## src/rtl/fourbee_pkg.sv

```systemverilog
// Shared definitions for the program loader.
// Contents:
//   PROG_DEPTH      number of program words
//   WORD_W          program word width in bits
//   ADDR_W          program memory address width
//   loader_state_e  loader FSM state encoding
package fourbee_pkg;

  localparam int PROG_DEPTH = 16;
  localparam int WORD_W     = 4;
  localparam int ADDR_W     = $clog2(PROG_DEPTH);

  typedef enum logic [2:0] {
    ST_IDLE,
    ST_RECV,
    ST_WRITE,
    ST_CKSUM,
    ST_VERIFY,
    ST_DONE
  } loader_state_e;

endpackage

```

## src/rtl/prog_loader_if.sv

```systemverilog
// Bundle of the loader's control, serial-link and program-memory signals.
// Signals:
//   start                 one-cycle load request
//   ser_valid / ser_bit   serial link bit and its qualifier
//   ser_ready             loader accepts a bit this cycle
//   mem_addr / mem_data   program memory address and write data
//   mem_we                program memory write enable
//   mem_rdata             program memory registered read data
//   busy / done / ok      loader status
// Modports:
//   master  board/programming side (drives link, returns memory read data)
//   slave   the loader itself
interface prog_loader_if
  import fourbee_pkg::*;
#(
  parameter int DEPTH = PROG_DEPTH,
  parameter int DW    = WORD_W
) ();

  localparam int AW = $clog2(DEPTH);

  logic          start;
  logic          ser_valid;
  logic          ser_bit;
  logic          ser_ready;
  logic [AW-1:0] mem_addr;
  logic [DW-1:0] mem_data;
  logic          mem_we;
  logic [DW-1:0] mem_rdata;
  logic          busy;
  logic          done;
  logic          ok;

  modport master (
    output start, ser_valid, ser_bit, mem_rdata,
    input  ser_ready, mem_addr, mem_data, mem_we, busy, done, ok
  );

  modport slave (
    input  start, ser_valid, ser_bit, mem_rdata,
    output ser_ready, mem_addr, mem_data, mem_we, busy, done, ok
  );

endinterface

```

## src/rtl/prog_loader_nibble_deser.sv

```systemverilog
// Serial-to-parallel word assembler, MSB first.
// Ports:
//   clk, rst_n  clock and synchronous active-low reset
//   shift       accept din into the LSB, pushing earlier bits up
//   clear       empty the register and bit counter
//   din         serial data bit
//   word        assembled word (held while shift is low)
//   full        W-1 bits held: the next shift completes the word
module nibble_deser
  import fourbee_pkg::*;
#(
  parameter int W = WORD_W
) (
  input  logic         clk,
  input  logic         rst_n,
  input  logic         shift,
  input  logic         clear,
  input  logic         din,
  output logic [W-1:0] word,
  output logic         full
);

  localparam int CW = $clog2(W);
  localparam logic [CW-1:0] LAST_BIT = CW'(W - 1);

  logic [W-1:0]  word_reg;
  logic [CW-1:0] count_reg;

  // The counter wraps to zero on the completing shift, so back-to-back
  // words need no explicit clear.
  always_ff @(posedge clk) begin
    if (!rst_n) begin
      word_reg  <= '0;
      count_reg <= '0;
    end else if (clear) begin
      word_reg  <= '0;
      count_reg <= '0;
    end else if (shift) begin
      word_reg  <= {word_reg[W-2:0], din};
      count_reg <= count_reg + 1'b1;
    end
  end

  assign word = word_reg;
  assign full = (count_reg == LAST_BIT);

endmodule

```

## src/rtl/prog_loader.sv

```systemverilog
// Bit-serial program loader: receives DEPTH words MSB-first, writes each
// into program memory, receives an XOR checksum, reads every word back
// and reports whether the readback XOR matches.
// Ports:
//   clk, rst_n  clock and synchronous active-low reset
//   bus         prog_loader_if slave: start, serial link, memory port, status
module prog_loader
  import fourbee_pkg::*;
#(
  parameter int DEPTH = PROG_DEPTH,
  parameter int DW    = WORD_W
) (
  input  logic         clk,
  input  logic         rst_n,
  prog_loader_if.slave bus
);

  localparam int AW = $clog2(DEPTH);
  localparam logic [AW-1:0] LAST_IDX  = AW'(DEPTH - 1);
  localparam logic [AW:0]   LAST_RD   = (AW+1)'(DEPTH - 1);
  localparam logic [AW:0]   VERIFY_END = (AW+1)'(DEPTH);

  loader_state_e state_reg;
  logic [AW-1:0] index_reg;
  logic [AW-1:0] addr_reg;
  logic [AW:0]   vcnt_reg;
  logic [DW-1:0] cksum_reg;
  logic [DW-1:0] acc_reg;
  logic          we_reg;
  logic          ready_reg;
  logic          busy_reg;
  logic          done_reg;
  logic          ok_reg;

  logic          xfer;
  logic          start_accept;
  logic [DW-1:0] word;
  logic          full;

  assign xfer         = bus.ser_valid && ready_reg;
  assign start_accept = bus.start && ((state_reg == ST_IDLE) || (state_reg == ST_DONE));

  // One assembler serves both program words and the checksum; its output
  // doubles as the memory write data, and it holds steady during WRITE
  // because ser_ready is low there.
  nibble_deser #(.W(DW)) u_deser (
    .clk   (clk),
    .rst_n (rst_n),
    .shift (xfer),
    .clear (start_accept),
    .din   (bus.ser_bit),
    .word  (word),
    .full  (full)
  );

  always_ff @(posedge clk) begin
    if (!rst_n) begin
      state_reg <= ST_IDLE;
      index_reg <= '0;
      addr_reg  <= '0;
      vcnt_reg  <= '0;
      cksum_reg <= '0;
      acc_reg   <= '0;
      we_reg    <= 1'b0;
      ready_reg <= 1'b0;
      busy_reg  <= 1'b0;
      done_reg  <= 1'b0;
      ok_reg    <= 1'b0;
    end else begin
      case (state_reg)
        ST_IDLE, ST_DONE: begin
          addr_reg <= '0;
          if (bus.start) begin
            state_reg <= ST_RECV;
            index_reg <= '0;
            cksum_reg <= '0;
            acc_reg   <= '0;
            done_reg  <= 1'b0;
            ok_reg    <= 1'b0;
            busy_reg  <= 1'b1;
            ready_reg <= 1'b1;
          end
        end
        ST_RECV: begin
          if (xfer && full) begin
            state_reg <= ST_WRITE;
            ready_reg <= 1'b0;
            we_reg    <= 1'b1;
            addr_reg  <= index_reg;
          end
        end
        ST_WRITE: begin
          we_reg    <= 1'b0;
          addr_reg  <= '0;
          ready_reg <= 1'b1;
          // Last-word test uses the index before any increment.
          if (index_reg == LAST_IDX) begin
            state_reg <= ST_CKSUM;
          end else begin
            index_reg <= index_reg + 1'b1;
            state_reg <= ST_RECV;
          end
        end
        ST_CKSUM: begin
          if (xfer && full) begin
            state_reg <= ST_VERIFY;
            ready_reg <= 1'b0;
            addr_reg  <= '0;
            vcnt_reg  <= '0;
          end
        end
        ST_VERIFY: begin
          // vcnt k: address min(k, DEPTH-1) is on the bus, and from k=1
          // the read data belongs to address k-1.
          vcnt_reg <= vcnt_reg + 1'b1;
          if (vcnt_reg == '0) begin
            cksum_reg <= word;
          end else begin
            acc_reg <= acc_reg ^ bus.mem_rdata;
          end
          if (vcnt_reg < LAST_RD) begin
            addr_reg <= addr_reg + 1'b1;
          end
          if (vcnt_reg == VERIFY_END) begin
            state_reg <= ST_DONE;
            addr_reg  <= '0;
            busy_reg  <= 1'b0;
            done_reg  <= 1'b1;
            ok_reg    <= ((acc_reg ^ bus.mem_rdata) == cksum_reg);
          end
        end
        default: state_reg <= ST_IDLE;
      endcase
    end
  end

  assign bus.ser_ready = ready_reg;
  assign bus.mem_addr  = addr_reg;
  assign bus.mem_data  = word;
  assign bus.mem_we    = we_reg;
  assign bus.busy      = busy_reg;
  assign bus.done      = done_reg;
  assign bus.ok        = ok_reg;

endmodule

```

## src/flat_wrapper.sv

```systemverilog
// flat-port wrapper written by rule: the top's interface ports become plain ports
module prog_loader_flat import fourbee_pkg::*;
#(
  parameter int DEPTH = PROG_DEPTH,
  parameter int DW    = WORD_W
)
  (clk, rst_n, bus_start, bus_ser_valid, bus_ser_bit, bus_mem_rdata, bus_ser_ready, bus_mem_addr, bus_mem_data, bus_mem_we, bus_busy, bus_done, bus_ok);
  prog_loader_if #(.DEPTH(DEPTH), .DW(DW)) bus_i ();
  input  logic clk;
  input  logic rst_n;
  input wire logic [$bits(bus_i.start)-1:0] bus_start;
  input wire logic [$bits(bus_i.ser_valid)-1:0] bus_ser_valid;
  input wire logic [$bits(bus_i.ser_bit)-1:0] bus_ser_bit;
  input wire logic [$bits(bus_i.mem_rdata)-1:0] bus_mem_rdata;
  output wire logic [$bits(bus_i.ser_ready)-1:0] bus_ser_ready;
  output wire logic [$bits(bus_i.mem_addr)-1:0] bus_mem_addr;
  output wire logic [$bits(bus_i.mem_data)-1:0] bus_mem_data;
  output wire logic [$bits(bus_i.mem_we)-1:0] bus_mem_we;
  output wire logic [$bits(bus_i.busy)-1:0] bus_busy;
  output wire logic [$bits(bus_i.done)-1:0] bus_done;
  output wire logic [$bits(bus_i.ok)-1:0] bus_ok;
  assign bus_i.start = bus_start;
  assign bus_i.ser_valid = bus_ser_valid;
  assign bus_i.ser_bit = bus_ser_bit;
  assign bus_i.mem_rdata = bus_mem_rdata;
  assign bus_ser_ready = bus_i.ser_ready;
  assign bus_mem_addr = bus_i.mem_addr;
  assign bus_mem_data = bus_i.mem_data;
  assign bus_mem_we = bus_i.mem_we;
  assign bus_busy = bus_i.busy;
  assign bus_done = bus_i.done;
  assign bus_ok = bus_i.ok;
  prog_loader #(.DEPTH(DEPTH), .DW(DW)) u_core (.clk(clk), .rst_n(rst_n), .bus(bus_i));
endmodule
```

## config.mk

```make
export PLATFORM = sky130hd
export DESIGN_NAME = prog_loader_flat
export DESIGN_NICKNAME = d
export VERILOG_FILES = /design/src/rtl/fourbee_pkg.sv /design/src/rtl/prog_loader_if.sv /design/src/rtl/prog_loader_nibble_deser.sv /design/src/rtl/prog_loader.sv /design/src/flat_wrapper.sv
export SDC_FILE = /design/constraint.sdc
export NUM_CORES = 1
export LEC_CHECK = 0
export CORE_ASPECT_RATIO = 0.8
export CORE_UTILIZATION = 59
export DETAILED_ROUTE_END_ITERATION = 8
export PLACE_DENSITY_LB_ADDON = 0.3
export SETUP_SLACK_MARGIN = 0.1
export SLEW_MARGIN = 15
export SYNTH_ARGS = -nofsm -noshare
export SYNTH_HDL_FRONTEND = slang
export SYNTH_SLANG_ARGS = --single-unit
```

## constraint.sdc

```tcl
create_clock -name clk -period 2.9 [get_ports clk]
set_input_delay 0.435 -clock clk [delete_from_list [all_inputs] [get_ports clk]]
set_output_delay 0.435 -clock clk [all_outputs]
set_load 0.02 [all_outputs]
```

### Word-level counts from Yosys, hierarchy flattened

Index checks and enable logic that the tools add are counted.

| operators by class | value |
|---|---|
| add/subtract/negate cells | 4 |
| order comparisons | 1 |
| eq/ne operators | 18 |
| muxes and demuxes | 32 |
| bitwise logic cells | 2 |
| reductions and logical operators | 25 |

Operator list:

| operator | number |
|---|---|
| 4-bit 2-to-1 mux | 8 |
| 4-bit case mux with 2 select lines | 3 |
| 4-bit case mux with 4 select lines | 1 |
| 3-bit case mux with 5 select lines | 1 |
| 3-bit AND reduction | 5 |
| 3-bit 2-to-1 mux | 4 |
| 2-bit by 1-bit inequality test with 1-bit output, second input constant | 5 |
| 5-bit case mux with 2 select lines | 1 |
| 4-bit by 1-bit adder with 4-bit output, second input constant | 2 |
| 1-bit case mux with 2 select lines | 4 |
| 4-bit AND reduction | 2 |
| 2-bit nonzero test | 4 |
| 1-bit 2-to-1 mux | 7 |
| 3-bit by 2-bit equality test with 1-bit output, second input constant | 2 |
| 3-bit equality test, second input constant | 2 |
| 2-bit inequality test, second input constant | 3 |
| 2-bit OR reduction | 3 |
| 5-bit by 1-bit adder with 5-bit output, second input constant | 1 |
| 5-bit equality test, second input constant | 1 |
| 5-bit logical NOT | 1 |
| 5-bit by 4-bit < comparator with 1-bit output, second input constant | 1 |
| 5-bit 2-to-1 mux | 1 |
| 4-bit equality test | 1 |
| 4-bit equality test, second input constant | 1 |
| other kinds (15) | 18 |

| word-level totals | value |
|---|---|
| register bits after elaboration | 35 |
| input port bits | 9 |
| output and inout bits | 13 |
| logic and storage cells | 95 |

### Logic depth before layout (Yosys ltp)

Gate-level depths: netlist (run 1).

| depth | value |
|---|---|
| depth in word-level cells | 4 |
| depth in mapped cells | 7 |
| depth with buffers taken out | 6 |

### Hierarchy

A second synthesis (run 1) with hierarchy kept.

| unflattened totals | value |
|---|---|
| cell total of the unflattened synthesis | 209 |
| area total of the unflattened synthesis | 1,840.5 sq um |

By module, submodules not included:

| module | times used | cells an instance | area each (sq um) | sequential area each (sq um) |
|---|---|---|---|---|
| prog_loader | 1 | 188 | 1,609.0 | 580.6 |
| nibble_deser | 1 | 21 | 231.5 | 120.1 |

### Worst setup path before layout (run 1)

No wires, ideal clock.

| timing path | value |
|---|---|
| kind | reg-to-reg |
| start | register u_core.state_reg[2] |
| end | register u_core.ok_reg, in the netlist u_core.bus.ok |
| setup time | 0.084 ns |
| data arrival time | 1.569 ns |
| data required time | 2.816 ns |
| path slack | 1.247 ns |
| stages on the path, launching flop included | 5 |
| buffers on the path | 0 |
| period minus slack after synthesis | 1.653 ns |
| path through | dfxtp_1 nor3b_4 nand2_2 or4_1 o31ai_2 |

| on the way | value |
|---|---|
| longest elaborated chain between the ends | 4 |
| elaborated cells between the ends (all ways) | 9 |
| classes of those cells | eq/ne (4); mux (1); reduce/logical (4) |

Ends and longest elaborated chain:

| item | line | RTL |
|---|---|---|
| start: declaration | prog_loader.sv:23 | `loader_state_e state_reg;` |
| start signal: assignment | prog_loader.sv:58 | `state_reg <= ST_IDLE;` |
| start signal: assignment | prog_loader.sv:74 | `state_reg <= ST_RECV;` |
| start signal: assignment | prog_loader.sv:86 | `state_reg <= ST_WRITE;` |
| 3-bit equality test or 3-bit logical NOT (tied branches) | prog_loader.sv:70 | `case (state_reg)` |
| 2-bit OR reduction | prog_loader.sv:70 |  |
| 2-bit inequality test (no source line) or 2-bit nonzero test (tied branches) | -- |  |
| 3-bit AND reduction (no source line) | -- |  |
| end signal: assignment | prog_loader.sv:129 | `ok_reg <= ((acc_reg ^ bus.mem_rdata) == cksum_reg);` |
| end: declaration | prog_loader.sv:33 | `logic ok_reg;` |

Several ways; a longest one is shown, not always the timed one.
A chain may end at the register's enable or synchronous reset.

### Final worst setup path (run 1)

| timing path | value |
|---|---|
| start | input port bus_ser_valid |
| end | register u_core.addr_reg[2], in the netlist u_core.bus.mem_addr[2] |

| on the way | value |
|---|---|
| longest elaborated chain between the ends | 4 |
| elaborated cells between the ends (all ways) | 5 |
| classes of those cells | eq/ne (2); reduce/logical (3) |

Ends and longest elaborated chain:

| item | line | RTL |
|---|---|---|
| start: declaration | flat_wrapper.sv:12 | `input wire logic [$bits(bus_i.ser_valid)-1:0] bus_ser_valid;` |
| 1-bit logical AND * | prog_loader.sv:40 | `assign xfer = bus.ser_valid && ready_reg;` |
| 1-bit logical AND * | prog_loader.sv:85, prog_loader.sv:105 |  |
| 2-bit by 1-bit inequality test with 1-bit output (no source line) | -- |  |
| 4-bit AND reduction (no source line) * | -- |  |
| end signal: assignment | prog_loader.sv:89 | `addr_reg <= index_reg;` |
| end signal: assignment | prog_loader.sv:122 | `addr_reg <= addr_reg + 1'b1;` |
| end: declaration | prog_loader.sv:25 | `logic [AW-1:0] addr_reg;` |

Every way passes the cells marked *; elsewhere a longest branch is shown, timed or not.

==> results by group, run 1 <==
Min path
  • Worst hold path stage count: 2
  • Hold EP: u_core.bus.busy$_SDFFE_PN0P_
  • Min-Delay Startpoint: u_core.bus.busy$_SDFFE_PN0P_
  • Hold Crit Class: reg2reg

Clock tree
  • Hold buffer count at CTS: 0
  • H-tree Lvls: 2
  • TritonCTS clock tree: yes
  • Post-CTS sizing: 0
  • Worst-case clock buffer depth: 2
  • Clk root buf: clkbuf_8
  • Setup Fix Bufs, Post-CTS: 0
  • Later-pin clock latency in the skew report: 0.29 ns
  • CTS sink count: 35
  • Reg clk slew, reported paths: 0.07 ns
  • TritonCTS Buffers: 5

Synthesis
  • Sequential area share after synthesis: approximately two fifths
  • Seq cells post-synth: 35
  • Post-synth top area cell: dfxtp_1
  • Syn Area/Cell: a little over 8 um^2
  • EDFF count, synth: 0
  • Most common cell in the netlist: dfxtp_1
  • Post-synth ARST share: 0%
  • Mapped Cells: between 200 and 250
  • Synth top area share: about two fifths
  • Net count after synthesis: roughly 230
  • Synth warn: 0
  • Synth Cell Area: approximately 1800 um^2
  • Synth top cells by count: dfxtp_1 (35), a21oi_1 (28), nand2_1 (20)
  • Count of cell types in the netlist: 48
  • Synth Flop Type: dfxtp_1
  • Leading post-synthesis cells by cell area: dfxtp_1 (38%), a21oi_1 (7.7%), nand3_1 (5.2%)

Layout
  • Max FFs per register: 5
  • Layout cell share with drive strength beyond 1: 4.22%
  • Syn-to-layout area delta: 15.8%
  • Register area: around 700 um^2
  • Footprint of the multi-input gates: 1050 um^2
  • Fillers: between 200 and 250
  • Nets: between 200 and 300
  • Final instance area: 2120 um^2
  • # diodes: 0

Pwr
  • NetSw: 0.226 mW
  • Pwr per Cell Area: ~430 nW/um^2
  • Power share of the clock group: between 30 and 40%
  • Sw frac: 24.8%
  • IR drop worst, VDD: roughly 0.35 mV
  • Internal Power: a little under 0.7 mW
  • Comb power frac: under 10%
  • Sequential power share: between 50 and 60%
  • Leakage: 0.674 nW

Global routing
  • Total grt overflow: 0
  • Pin count of the biggest net entering global routing: 25
  • First-pass GRT wire length: 7.75 mm
  • Vias in the first global route: 1665
  • Initial antenna violation count: 0
  • Global Route Usage Sum: 31.4%

Worst setup path
  • CP max FO: 8
  • Setup crit end kind: register
  • RR Endpoint: u_core.bus.ok$_SDFFE_PN0P_
  • Reg2reg start: u_core.state_reg[2]$_SDFFE_PN0P_
  • Worst Path Required: ~3 ns
  • Crit path kind: in2reg
  • Worst Path Arrival: between 2 and 2.5 ns
  • Reg2Reg Setup Slack: between 0.7 and 0.8 ns
  • Type of origin of the critical path: primary input
  • R2R depth: 4

Detailed routing
  • Iter 0 DRT Violations: between 150 and 200
  • Total Wirelength: roughly 4.7 mm
  • DR WL/cell: approximately 17 um
  • DR DRC count: 0
  • 1st-pass router iterations: 6
  • DR vias: roughly 1800
  • Via/cell ratio: 6.59
  • Post-DRT Antenna Nets: 0

Timing
  • Setup tns final: 0 ns
  • Final setup vio count: 0
  • Actual slew at the worst max-slew pin: ~0.93 ns
  • Final min period: ~2.2 ns
  • RSZ-0062 raised after global routing: false
  • Slew Limit Fails: 0
  • Final worst clock skew: 0.00516 ns
  • Final hold vios: 0
  • Fmax: between 0.4 and 0.5 GHz
  • Hold_ws: roughly 0.48 ns
  • Max-slew headroom: 37.0%
  • Final cycle utilization of the critical path: about three quarters

Die
  • Rows: 17
  • I/O pin total: 22
  • Core area: ~2900 um^2
  • DIE AREA: ~3300 um^2
  • Initial Utilization: 64.1%
  • Die width: between 60 and 70 um
  • Die Span Y: between 50 and 60 um

Place
  • Placed Area: between 2000 and 2500 um^2
  • Routability cong.: roughly 0.85
  • I/O Buffers: 21
  • Post-DP HPWL: around 3.2 mm

Run status
  • Status: completed

Run
  • Max-Cap Viols: 0
-- cells by family (layout without fill, tap and decap cells) --
kind of cell | after synthesis | count (layout) | synth area share (%)
simple gates | 84 | 84 | 25.7
compound gates | 67 | 67 | 23.6
flops | 35 | 35 | 38.4
buf+inv | 19 | 36 | 4.18
xor+xnor | 10 | 10 | 4.79
fa+ha+maj | 5 | 5 | 3.42
-- layout by cell type (no fill, tap or decap), types with 3 or more instances in the layout --
cell,instances
nor2_1,10
inv_1,7
clkdlybuf4s50_1,21
o31ai_1,4
clkbuf_8,5
a311oi_1,5
a21oi_1,28
or3_1,7
nand3_1,19
a211oi_1,3
o21ai_0,10
xnor2_1,9
ha_1,5
nor2b_1,3
nor3_1,3
dfxtp_1,35
nand2_1,20
-- worst max path at each step --
stage                                           from                             endpoint  cells past startpoint  slack (ns)
finish                                 bus_ser_valid  u_core.bus.mem_addr[2]$_SDFFE_PN0P_                      5        0.73
global route         u_core.vcnt_reg[1]$_SDFFE_PN0P_     u_core.cksum_reg[3]$_SDFFE_PN0P_                      6        0.64
CTS                 u_core.state_reg[2]$_SDFFE_PN0P_           u_core.bus.ok$_SDFFE_PN0P_                      4        0.80
detailed placement                     bus_ser_valid  u_core.bus.mem_addr[2]$_SDFFE_PN0P_                      5        0.50
global placement                       bus_ser_valid  u_core.bus.mem_addr[3]$_SDFFE_PN0P_                      5        0.81
floorplan           u_core.state_reg[2]$_SDFFE_PN0P_           u_core.bus.ok$_SDFFE_PN0P_                      4        1.25
-- critical path, stage by stage --
cell and delay (ns):
clkdlybuf4s50_1 0.61, and3_1 0.26, o21ai_0 0.22, o311ai_0 0.58, o41ai_1 0.19
-- metrics by stage --
stage	worst slack (ns)	power, mW	utilization [%]	instances
after floorplan	1.25	0.547	-	220
final	0.734	0.910	74.2	275
after global placement	0.810	0.574	71.4	267
after CTS	0.800	0.907	74.2	275
after global routing	0.636	0.938	74.2	275
after detailed placement	0.497	0.577	71.4	267
-- area by class of cell --
class,count,area share (%)
Clock buffer,7,3.61
Clock inverter,1,0.237
Inverter,7,1.24
Multi-Input combinational cell,166,49.6
Sequential cell,35,33.1
Tap cell,38,2.25
Timing Repair Buffer,21,9.93
-- routing by layer --
layer,share of wire [%],global-route usage [%],vias to the layer above
li1,-,-,848
met1,42,37.9,841
met2,48,54.3,100
met3,6.8,7.24,24
met4,3.4,13.3,0
met5,0,0,-
-- power groups by stage --
| stage | Clock, mW | Sequential [mW] | Combinational (mW) |
|---|---|---|---|
| final | 0.342 | 0.496 | 0.0716 |
| after global placement | 0 | 0.506 | 0.0672 |
| after CTS | 0.341 | 0.496 | 0.0703 |
| after detailed placement | 0 | 0.507 | 0.0697 |
| after global routing | 0.363 | 0.497 | 0.0778 |
| after floorplan | 0 | 0.507 | 0.0404 |
Note: power is estimated with default switching activity, not from simulation.
==> run 2: changes to the inputs <==
--- a/config.mk
+++ b/config.mk
@@ -6,7 +6,7 @@
 export NUM_CORES = 1
 export LEC_CHECK = 0
 export CORE_ASPECT_RATIO = 0.8
-export CORE_UTILIZATION = 59
+export CORE_UTILIZATION = 55
 export DETAILED_ROUTE_END_ITERATION = 8
 export PLACE_DENSITY_LB_ADDON = 0.3
 export SETUP_SLACK_MARGIN = 0.1
==> constraint.sdc (replaced) <==
create_clock -name clk -period 2 [get_ports clk]
set_input_delay 0.3 -clock clk [delete_from_list [all_inputs] [get_ports clk]]
set_output_delay 0.3 -clock clk [all_outputs]
set_load 0.02 [all_outputs]
==> results by group, run 2 (synthesis results as in run 1) <==
Place
  • I/O Buffers: 21
  • Placement Setup Slack: roughly 0.013 ns
  • Placed Area: around 2100 um^2
  • Routability cong.: 0.832
  • Post-DP HPWL: 3.12 mm
  • Inst Count DP: 284

Clock tree
  • Later-pin clock latency in the skew report: 0.29 ns
  • Clk root buf: clkbuf_8
  • Worst-case clock buffer depth: 2
  • CTS sink count: 35
  • TritonCTS Buffers: 5
  • H-tree Lvls: 2
  • Reg clk slew, reported paths: around 0.07 ns
  • TritonCTS clock tree: yes

Timing
  • RSZ-0062 raised after global routing: true
  • Actual slew at the worst max-slew pin: about 0.47 ns
  • Final cycle utilization of the critical path: 89.4%
  • Final min period: approximately 1.8 ns
  • Final setup vio count: 0
  • Setup tns final: 0 ns
  • Final worst clock skew: around 0.0070 ns
  • Final WS setup: 0.212 ns
  • Fmax: 0.559 GHz
  • Final hold vios: 0
  • Slew Limit Fails: 0
  • Max-slew headroom: between 60% and 70%

Die
  • Initial Utilization: between 50 and 60%
  • Core area: ~3100 um^2
  • Rows: 18
  • Die width: ~66 um
  • DIE AREA: between 3000 and 4000 um^2
  • Die Span Y: between 50 and 60 um
  • I/O pin total: 22

Min path
  • Hold Crit Class: reg2reg
  • Min-Delay Startpoint: u_core.u_deser.word[3]$_SDFFE_PP0P_
  • Worst hold path stage count: 2
  • Hold EP: u_core.cksum_reg[3]$_SDFFE_PN0P_

Global routing
  • Vias in the first global route: around 1600
  • Global Route Usage Sum: about 27%
  • Total grt overflow: 0
  • Pin count of the biggest net entering global routing: 16
  • First-pass GRT wire length: 7.15 mm
  • Initial antenna violation count: 0

Worst setup path
  • Reg2reg start: u_core.state_reg[1]$_SDFFE_PN0P_
  • Worst Path Required: around 2.2 ns
  • CP delay by family, top: simple AND/OR/NAND/NOR gates
  • R2R depth: 4
  • Worst path slowest cell: or3b_1
  • Type of origin of the critical path: register
  • Crit path kind: reg2reg
  • CP max FO: 14
  • Worst Path Arrival: 1.99 ns
  • CP bufs+invs: 0
  • CP max stage delay: roughly 0.6 ns
  • Worst path cell trace: or3b_1 > nor2_1 > a21oi_1 > a311oi_1
  • RR Endpoint: u_core.acc_reg[3]$_SDFFE_PN0P_
  • Setup crit end kind: register
  • Reg2Reg Setup Slack: ~0.21 ns

Pwr
  • IR drop worst, VDD: between 0.4 and 0.5 mV
  • Tot Pwr: 1.34 mW
  • Leakage: roughly 0.75 nW
  • Pwr per Cell Area: roughly 600 nW/um^2

Layout
  • Non-Filler Instances: 292
  • Footprint of the multi-input gates: about 1100 um^2
  • Most frequent cells in the layout: dfxtp_1 (33), a21oi_1 (28), clkdlybuf4s50_1 (21)
  • Most common cell after layout, fill and taps aside: dfxtp_1
  • Register area: between 700 and 800 um^2
  • Final instance area: about 2300 um^2
  • Max FFs per register: 5
  • Nets: about 270
  • Fillers: 270
  • Layout cell share with drive strength beyond 1: around an eighth
  • # diodes: 0
  • Syn-to-layout area delta: 23.4%

Detailed routing
  • Via/cell ratio: just under 6
  • 1st-pass router iterations: 4
  • DR vias: between 1500 and 2000
  • Iter 0 DRT Violations: ~110
  • DR WL/cell: around 15 um
  • Total Wirelength: 4.33 mm
  • Post-DRT Antenna Nets: 0
  • DR DRC count: 0

Run status
  • Status: completed

Run
  • Max-Cap Viols: 0
run 2: how the worst max path moves through the flow:
stage,start,to,cells past startpoint
floorplan,u_core.state_reg[2]$_SDFFE_PN0P_,u_core.bus.ok$_SDFFE_PN0P_,4
global placement,bus_start,u_core.index_reg[3]$_SDFFE_PN0P_,5
detailed placement,bus_start,u_core.index_reg[3]$_SDFFE_PN0P_,5
CTS,u_core.vcnt_reg[0]$_SDFFE_PN0P_,u_core.bus.mem_addr[0]$_SDFFE_PN0P_,7
global route,u_core.state_reg[1]$_SDFFE_PN0P_,u_core.acc_reg[3]$_SDFFE_PN0P_,4
finish,u_core.state_reg[1]$_SDFFE_PN0P_,u_core.acc_reg[3]$_SDFFE_PN0P_,4
run 2: cell type report:
cell class | instances | area share (%)
repair buffers | 36 | 14.3
flip-flops and latches | 35 | 31.2
multi-input cells | 166 | 47.5
clock inverters | 1 | 0.222
clock buffers | 7 | 3.39
inverters | 7 | 1.17
well taps | 40 | 2.22
run 2: power breakdown:
| part | leakage, nW | total, mW | internal (mW) | switching, mW |
|---|---|---|---|---|
| clock network | 0.0422 | 0.503 | 0.244 | 0.259 |
| logic | 0.424 | 0.124 | 0.0561 | 0.0684 |
| registers | 0.284 | 0.714 | 0.705 | 0.00895 |
run 2: worst reg2reg max path, stage by stage (launching register included):
cell	delay, ns
dfxtp_1	0.40
or3b_1	0.60
nor2_1	0.33
a21oi_1	0.13
a311oi_1	0.25
run 2: per-layer routing:
metal	GRT usage [%]	vias to the layer above	wire, um
met5	0	-	0
met4	12.4	0	68
met3	6.14	9	217
met2	43.5	40	2010
met1	35.3	807	2030
li1	-	886	-
run 2: per-stage QoR:
stage,util [%],hold slack (ns)
after floorplan,-,0.440
after CTS,71.3,0.469
after global routing,72.0,0.482
after detailed placement,68.7,0.461
final,72.0,0.462
after global placement,68.7,0.450
run 2: repair_timing:
action | CTS | global route
setup endpoints to repair | 0 | 8
hold buffers | 0 | 0
resized for setup | 0 | 6
buffers inserted | 0 | 0
